File: config.mk
export PLATFORM = sky130hd
export DESIGN_NAME = fround_sched_flat
export DESIGN_NICKNAME = d
export VERILOG_FILES = /design/src/rtl/config_pkg.sv /design/src/rtl/fround_sched_if.sv /design/src/rtl/fround_sched.sv /design/src/flat_wrapper.sv
export SDC_FILE = /design/constraint.sdc
export NUM_CORES = 1
export LEC_CHECK = 0
export ABC_AREA = 1
export CAP_MARGIN = 5
export CORE_AREA = 2 2 154 156
export DETAILED_ROUTE_END_ITERATION = 16
export DIE_AREA = 0 0 156 158
export GPL_TIMING_DRIVEN = 0
export PLACE_DENSITY = 0.71
export SYNTH_ARGS = -nofsm -noshare
export SYNTH_HDL_FRONTEND = slang
export SYNTH_SLANG_ARGS = --single-unit
File: constraint.sdc
create_clock -name clk -period 2.04 [get_ports clk]
set_input_delay 0.204 -clock clk [delete_from_list [all_inputs] [get_ports clk]]
set_output_delay 0.204 -clock clk [all_outputs]
set_load 0.02 [all_outputs]
File: src/rtl/config_pkg.sv
// Floating-point configuration shared by the FPU blocks.
// Field widths of the Zfa round-to-integer operand bundle.
package config_pkg;

    localparam int FLEN    = 64;
    localparam int NE      = 11;
    localparam int NF      = 52;
    localparam int FMTBITS = 2;
    localparam int LOGFLEN = $clog2(FLEN);
    localparam int OPW     = 1 + NE + (NF + 1) + 2 + FMTBITS + 3 + LOGFLEN + 1;

endpackage

File: src/rtl/fround_sched_if.sv
// Request/response bundle of the shared FRound scheduler.
// slave = scheduler side, master = requesters/datapath/consumer side.
interface fround_sched_if #(
    parameter int NREQ = 2,
    parameter int TAGW = 5
);
    import config_pkg::*;

    localparam int IW = $clog2(NREQ);

    logic                 Flush;
    logic [NREQ-1:0]      ReqValid;
    logic [NREQ-1:0]      ReqReady;
    logic [NREQ*OPW-1:0]  ReqOp;
    logic [NREQ*TAGW-1:0] ReqTag;
    logic [OPW-1:0]       RndOp;
    logic [FLEN-1:0]      RndResult;
    logic                 RndNV;
    logic                 RndNX;
    logic                 RspValid;
    logic                 RspReady;
    logic [IW-1:0]        RspId;
    logic [TAGW-1:0]      RspTag;
    logic [FLEN-1:0]      RspResult;
    logic                 RspNV;
    logic                 RspNX;
    logic [NREQ-1:0]      FlagClr;
    logic [NREQ-1:0]      AccNV;
    logic [NREQ-1:0]      AccNX;

    modport slave (
        input  Flush, ReqValid, ReqOp, ReqTag,
        input  RndResult, RndNV, RndNX,
        input  RspReady, FlagClr,
        output ReqReady, RndOp,
        output RspValid, RspId, RspTag, RspResult, RspNV, RspNX,
        output AccNV, AccNX
    );

    modport master (
        output Flush, ReqValid, ReqOp, ReqTag,
        output RndResult, RndNV, RndNX,
        output RspReady, FlagClr,
        input  ReqReady, RndOp,
        input  RspValid, RspId, RspTag, RspResult, RspNV, RspNX,
        input  AccNV, AccNX
    );

endinterface

File: src/rtl/fround_sched.sv
// Round-robin scheduler sharing one Zfa FRound datapath.
// S1 issue register feeds the datapath, S2 holds the response.
module fround_sched #(
    parameter int NREQ = 2,
    parameter int TAGW = 5
) (
    input  logic          clk,
    input  logic          reset_n,
    fround_sched_if.slave bus
);
    import config_pkg::*;

    localparam int IW = $clog2(NREQ);

    logic            s1v, s2v;
    logic [IW-1:0]   s1id, s2id, ptr;
    logic [OPW-1:0]  s1op;
    logic [TAGW-1:0] s1tag, s2tag;
    logic [FLEN-1:0] s2res;
    logic            s2nv, s2nx;
    logic [NREQ-1:0] accnv, accnx;

    logic [NREQ-1:0] gnt, rdy;
    logic [IW-1:0]   gid, pnext;
    logic            gvld;
    logic [OPW-1:0]  selop;
    logic [TAGW-1:0] seltag;
    logic            s2adv, s1adv, s1free, take, hs;

    assign s2adv  = ~s2v | bus.RspReady;
    assign s1adv  = s1v & s2adv;
    assign s1free = ~s1v | s1adv;
    assign rdy    = gnt & {NREQ{s1free & ~bus.Flush & reset_n}};
    assign take   = |rdy;
    assign hs     = s2v & bus.RspReady & ~bus.Flush;
    assign pnext  = (gid == IW'(NREQ - 1)) ? '0 : gid + 1'b1;

    // First valid requester at or after the pointer, wrapping at NREQ
    always_comb begin
        int idx;
        gnt  = '0;
        gid  = '0;
        gvld = 1'b0;
        idx  = 0;
        for (int k = 0; k < NREQ; k++) begin
            idx = int'(ptr) + k;
            if (idx >= NREQ) idx = idx - NREQ;
            if (!gvld && bus.ReqValid[IW'(idx)]) begin
                gvld = 1'b1;
                gid  = IW'(idx);
            end
        end
        if (gvld) gnt[gid] = 1'b1;
    end

    // Operand and tag of the granted requester
    always_comb begin
        selop  = '0;
        seltag = '0;
        for (int i = 0; i < NREQ; i++) begin
            if (gnt[i]) begin
                selop  = bus.ReqOp[i*OPW +: OPW];
                seltag = bus.ReqTag[i*TAGW +: TAGW];
            end
        end
    end

    // Issue and result stages plus round-robin pointer
    always_ff @(posedge clk or negedge reset_n) begin
        if (!reset_n) begin
            s1v   <= 1'b0;
            s1id  <= '0;
            s1op  <= '0;
            s1tag <= '0;
            s2v   <= 1'b0;
            s2id  <= '0;
            s2tag <= '0;
            s2res <= '0;
            s2nv  <= 1'b0;
            s2nx  <= 1'b0;
            ptr   <= '0;
        end else if (bus.Flush) begin
            s1v <= 1'b0;
            s2v <= 1'b0;
        end else begin
            if (take) begin
                s1v   <= 1'b1;
                s1id  <= gid;
                s1op  <= selop;
                s1tag <= seltag;
                ptr   <= pnext;
            end else if (s1adv) begin
                s1v <= 1'b0;
            end
            if (s1adv) begin
                s2v   <= 1'b1;
                s2id  <= s1id;
                s2tag <= s1tag;
                s2res <= bus.RndResult;
                s2nv  <= bus.RndNV;
                s2nx  <= bus.RndNX;
            end else if (hs) begin
                s2v <= 1'b0;
            end
        end
    end

    // Sticky flags per requester; an explicit clear beats a same-cycle set
    always_ff @(posedge clk or negedge reset_n) begin
        if (!reset_n) begin
            accnv <= '0;
            accnx <= '0;
        end else begin
            for (int i = 0; i < NREQ; i++) begin
                if (bus.FlagClr[i]) begin
                    accnv[i] <= 1'b0;
                    accnx[i] <= 1'b0;
                end else if (hs && s2id == IW'(i)) begin
                    accnv[i] <= accnv[i] | s2nv;
                    accnx[i] <= accnx[i] | s2nx;
                end
            end
        end
    end

    assign bus.ReqReady  = rdy;
    assign bus.RndOp     = s1op;
    assign bus.RspValid  = s2v;
    assign bus.RspId     = s2id;
    assign bus.RspTag    = s2tag;
    assign bus.RspResult = s2res;
    assign bus.RspNV     = s2nv;
    assign bus.RspNX     = s2nx;
    assign bus.AccNV     = accnv;
    assign bus.AccNX     = accnx;

endmodule

File: src/flat_wrapper.sv
// flat-port wrapper written by rule: the top's interface ports become plain ports
module fround_sched_flat import config_pkg::*;
#(
    parameter int NREQ = 2,
    parameter int TAGW = 5
)
  (clk, reset_n, bus_Flush, bus_ReqValid, bus_ReqOp, bus_ReqTag, bus_RndResult, bus_RndNV, bus_RndNX, bus_RspReady, bus_FlagClr, bus_ReqReady, bus_RndOp, bus_RspValid, bus_RspId, bus_RspTag, bus_RspResult, bus_RspNV, bus_RspNX, bus_AccNV, bus_AccNX);
  fround_sched_if #(.NREQ(NREQ), .TAGW(TAGW)) bus_i ();
  input  logic clk;
  input  logic reset_n;
  input wire logic [$bits(bus_i.Flush)-1:0] bus_Flush;
  input wire logic [$bits(bus_i.ReqValid)-1:0] bus_ReqValid;
  input wire logic [$bits(bus_i.ReqOp)-1:0] bus_ReqOp;
  input wire logic [$bits(bus_i.ReqTag)-1:0] bus_ReqTag;
  input wire logic [$bits(bus_i.RndResult)-1:0] bus_RndResult;
  input wire logic [$bits(bus_i.RndNV)-1:0] bus_RndNV;
  input wire logic [$bits(bus_i.RndNX)-1:0] bus_RndNX;
  input wire logic [$bits(bus_i.RspReady)-1:0] bus_RspReady;
  input wire logic [$bits(bus_i.FlagClr)-1:0] bus_FlagClr;
  output wire logic [$bits(bus_i.ReqReady)-1:0] bus_ReqReady;
  output wire logic [$bits(bus_i.RndOp)-1:0] bus_RndOp;
  output wire logic [$bits(bus_i.RspValid)-1:0] bus_RspValid;
  output wire logic [$bits(bus_i.RspId)-1:0] bus_RspId;
  output wire logic [$bits(bus_i.RspTag)-1:0] bus_RspTag;
  output wire logic [$bits(bus_i.RspResult)-1:0] bus_RspResult;
  output wire logic [$bits(bus_i.RspNV)-1:0] bus_RspNV;
  output wire logic [$bits(bus_i.RspNX)-1:0] bus_RspNX;
  output wire logic [$bits(bus_i.AccNV)-1:0] bus_AccNV;
  output wire logic [$bits(bus_i.AccNX)-1:0] bus_AccNX;
  assign bus_i.Flush = bus_Flush;
  assign bus_i.ReqValid = bus_ReqValid;
  assign bus_i.ReqOp = bus_ReqOp;
  assign bus_i.ReqTag = bus_ReqTag;
  assign bus_i.RndResult = bus_RndResult;
  assign bus_i.RndNV = bus_RndNV;
  assign bus_i.RndNX = bus_RndNX;
  assign bus_i.RspReady = bus_RspReady;
  assign bus_i.FlagClr = bus_FlagClr;
  assign bus_ReqReady = bus_i.ReqReady;
  assign bus_RndOp = bus_i.RndOp;
  assign bus_RspValid = bus_i.RspValid;
  assign bus_RspId = bus_i.RspId;
  assign bus_RspTag = bus_i.RspTag;
  assign bus_RspResult = bus_i.RspResult;
  assign bus_RspNV = bus_i.RspNV;
  assign bus_RspNX = bus_i.RspNX;
  assign bus_AccNV = bus_i.AccNV;
  assign bus_AccNX = bus_i.AccNX;
  fround_sched #(.NREQ(NREQ), .TAGW(TAGW)) u_core (.clk(clk), .reset_n(reset_n), .bus(bus_i));
endmodule
==> flow_metrics.tcl <==
set metrics [dict create \
    layout.area.seq_mm2 0.00410 \
    cp_data_required_time_ns 1.84 \
    finalInstanceArea_mm2 0.0129 \
    initial_utilization 0.342 \
    antenna_left 0 \
    reg2reg_to "u_core.bus.RndOp[48]" \
    yosysWarnings 0 \
    fmax_mhz 527 \
    path_class "reg2out" \
    syn_avg_cell_area_um2 7.78 \
    hold_viol_final 78 \
    worst_path_largest_cell_delay_ns 0.33 \
    synth_simple_gate_area_share 0.337 \
    drtIter0Drc 454 \
    overflow 0 \
    worstMarginPinSlew_ns 0.481 \
    violations "negative hold slack" \
    wire_per_inst_um 17.6 \
    fin_tns_setup_ns 0 \
    path_clk_slew_ns 0.08 \
    antenna_found_initial 1 \
    die_w_um 156 \
    max_cap_viol_count 0 \
    outcome "complete, but fails checks" \
    clockBufferDepth 2 \
    power_uw 11500 \
    peakVddDrop_v 0.000494 \
    drt_first_pass_iters 5 \
    path_buf_inv 5 \
    holdWs_ns -0.344 \
    cpMaxStageDelayCell "dfrtp_1" \
    htreeDepth 4 \
    period_share 0.931 \
    path_max_fanout 10 \
    nFillCells 2185 \
    syn_nets 1255 \
    hold_path_class "in2async" \
    synth_fa_ha_area_frac 0 \
    placed_cell_area_mm2 0.0122 \
    syn_inst 1013 \
    synthDistinctLibCells 19 \
    place_congestion 0.905 \
    place_hpwl_mm 23.4 \
    port_buffers 397 \
    ys_seq_area_frac 0.521 \
    cts_made_buffers 17 \
    finalMaxSlewViolations 0 \
    grt_pass1_vias 8203 \
    final.setup_skew_ns 0.00806 \
    max_slew_margin 0.679 \
    via_per_inst 4.78 \
    synth-seq-cells 164 \
    r2r_start "u_core.ptr" \
    worst-r2r-setup-slack_ns 0.25 \
    fp.dieH_um 158 \
    row_count 56 \
    critical_path.top_delay_family "buffers and inverters" \
    dieArea_mm2 0.0246 \
    cp_cell_sequence "buf_4 > buf_6 > buf_6 > nand3_1 > inv_1 > buf_2" \
    path_common_cell "buf_6" \
    dpl.cell_count 1701 \
    grt_pass1_wl_mm 45.6 \
    worst-r2r-cell-count 8 \
    wl_mm 30.4 \
    synthXorXnorAreaFrac 0 \
    start_kind "flip-flop" \
    vias 8289 \
    clk_latency_ns 0.43 \
    cts_tree "built" \
    num_io_pins 400 \
    cp.arrival_ns 1.69 \
    multi_input_area_mm2 0.00304 \
    cts.sinks 164 \
    coreArea_mm2 0.0231 \
    globalRouteTotalUtil 0.242 \
    p_leak_uw 0.00637 \
    muxShareOfSynthArea 0 \
    period_needed_ns 1.90 \
    cts_root_buf "clkbuf_16" \
    area_growth_pct 63.3 \
    post_cts_buffers 0 \
    powerDensity_mw_per_mm2 890 \
    synth_compound_gate_area_share 0.0472 \
    end_kind "output port" \
    rsz0062_at_grt "false" \
    drc 0 \
    setup_viol 0 \
    synth_top_family_by_area "simple AND/OR/NAND/NOR gates" \
    grt_max_degree 87 \
    fin_cells 1733 \
    final_layout_size_suffix_gt1_frac 0.0645 \
    fin_nets 1671 \
    syn-cell-area_mm2 0.00788 \
]
## worst reg2reg max path: stages, from the launching register on
cell     delay (ns)
dfrtp_1        0.36
buf_4          0.17
inv_2          0.21
buf_2          0.33
buf_2          0.31
nand3_1        0.11
nand2_1        0.10
nand3_1        0.07
nand2_1        0.08
## cell families (layout without fill, tap and decap cells)
| family | after synthesis | in the layout |
|---|---|---|
| and+or+nand+nor | 608 | 608 |
| buffers and inverters | 167 | 596 |
| DFF | 164 | 164 |
| AOI/OAI and AO/OA | 74 | 74 |
| other | 0 | 1 |
## stage by stage
| step | hold WS (ns) | setup WS (ns) | util |
|---|---|---|---|
| floorplan | -0.0916 | 0.729 | - |
| global placement | 0.460 | -7.15 | 0.530 |
| detailed placement | 0.234 | -0.462 | 0.531 |
| CTS | -0.310 | 0.0136 | 0.558 |
| global route | -0.325 | 0.0225 | 0.558 |
| finish | -0.344 | 0.141 | 0.558 |
## cell usage after synthesis
master / instances / area share
inv_2: 2 / 0.00095
clkbuf_1: 26 / 0.012
inv_1: 85 / 0.041
buf_1: 4 / 0.0019
buf_2: 37 / 0.024
nand2_4: 1 / 0.0014
nand2_1: 339 / 0.16
nor2_8: 1 / 0.0025
o21ai_1: 1 / 0.00063
nor2_1: 1 / 0.00048
nand2_2: 1 / 0.00079
buf_4: 7 / 0.0067
nand4_1: 5 / 0.0040
o22ai_1: 1 / 0.00079
o21ai_0: 72 / 0.046
nand3_2: 2 / 0.0025
buf_6: 6 / 0.0086
dfrtp_1: 164 / 0.52
nand3_1: 258 / 0.16
## final cells by class
type,instances,area share
clock inverter,15,0.0125
inverter,87,0.0254
timing repair buffer,398,0.312
clock buffer,17,0.0331
antenna,1,0.000195
sequential,164,0.319
tap,290,0.0282
buffer,79,0.0339
multi-input combinational,682,0.236
## metal layers
metal,vias up,share of wire,wire length (µm),GRT usage
met5,-,0,0,0
met4,0,0.026,794,0.0813
met3,40,0.082,2510,0.0690
met2,336,0.50,15200,0.438
met1,3828,0.39,11900,0.274
li1,4085,-,-,-
## flip-flops by register name, indices dropped and copies added, names as in the netlist
name and count:
u_core.s1id 1, u_core.ptr 1, u_core.bus.AccNX 2, u_core.bus.RndOp 79, u_core.bus.RspResult 64, u_core.bus.RspTag 5
u_core.bus.RspNV 1, u_core.bus.RspId 1, u_core.bus.AccNV 2, u_core.bus.RspNX 1, u_core.bus.RspValid 1, u_core.s1tag 5
u_core.s1v 1
## where the power goes
part           switching (µW)  internal (µW)  leakage (µW)  total [µW]
sequential                363           3860       0.00212        4220
clock                    1570           1640      0.000279        3210
combinational            2130           1890       0.00397        4010
total                    4060           7390       0.00637       11500
## how the worst max path moves through the flow
stage	endpoint	slack (ns)	start	depth (start not counted)
after floorplan	u_core.bus.RspNV	0.73	u_core.bus.RspValid	6
after global placement	bus_ReqReady[1]	-7.15	reset_n	7
after CTS	bus_ReqReady[0]	0.01	u_core.bus.RspValid	5
after detailed placement	bus_ReqReady[1]	-0.46	reset_n	7
after global routing	bus_ReqReady[1]	0.02	u_core.ptr	6
final	bus_ReqReady[1]	0.14	u_core.ptr	6
## cell usage in the layout, fill, tap and decap left out, types with 5 or more instances in the layout
master           synthesis  layout
buf_4                    7       8
clkdlybuf4s50_1          0     394
dfrtp_1                164     164
clkbuf_1                26      25
inv_8                    0       6
buf_2                   37      34
buf_6                    6       9
clkbuf_16                0      17
nand4_1                  5       5
nand3_1                258     258
nand2_1                339     339
inv_1                   85      85
o21ai_0                 72      72
## what timing repair did
action	CTS	global route
setup endpoints to repair	2	2
hold endpoints to repair	78	78
gates cloned	0	0
gates resized for setup	13	5
pin swaps	0	1
(Power assumes the default switching activity.)
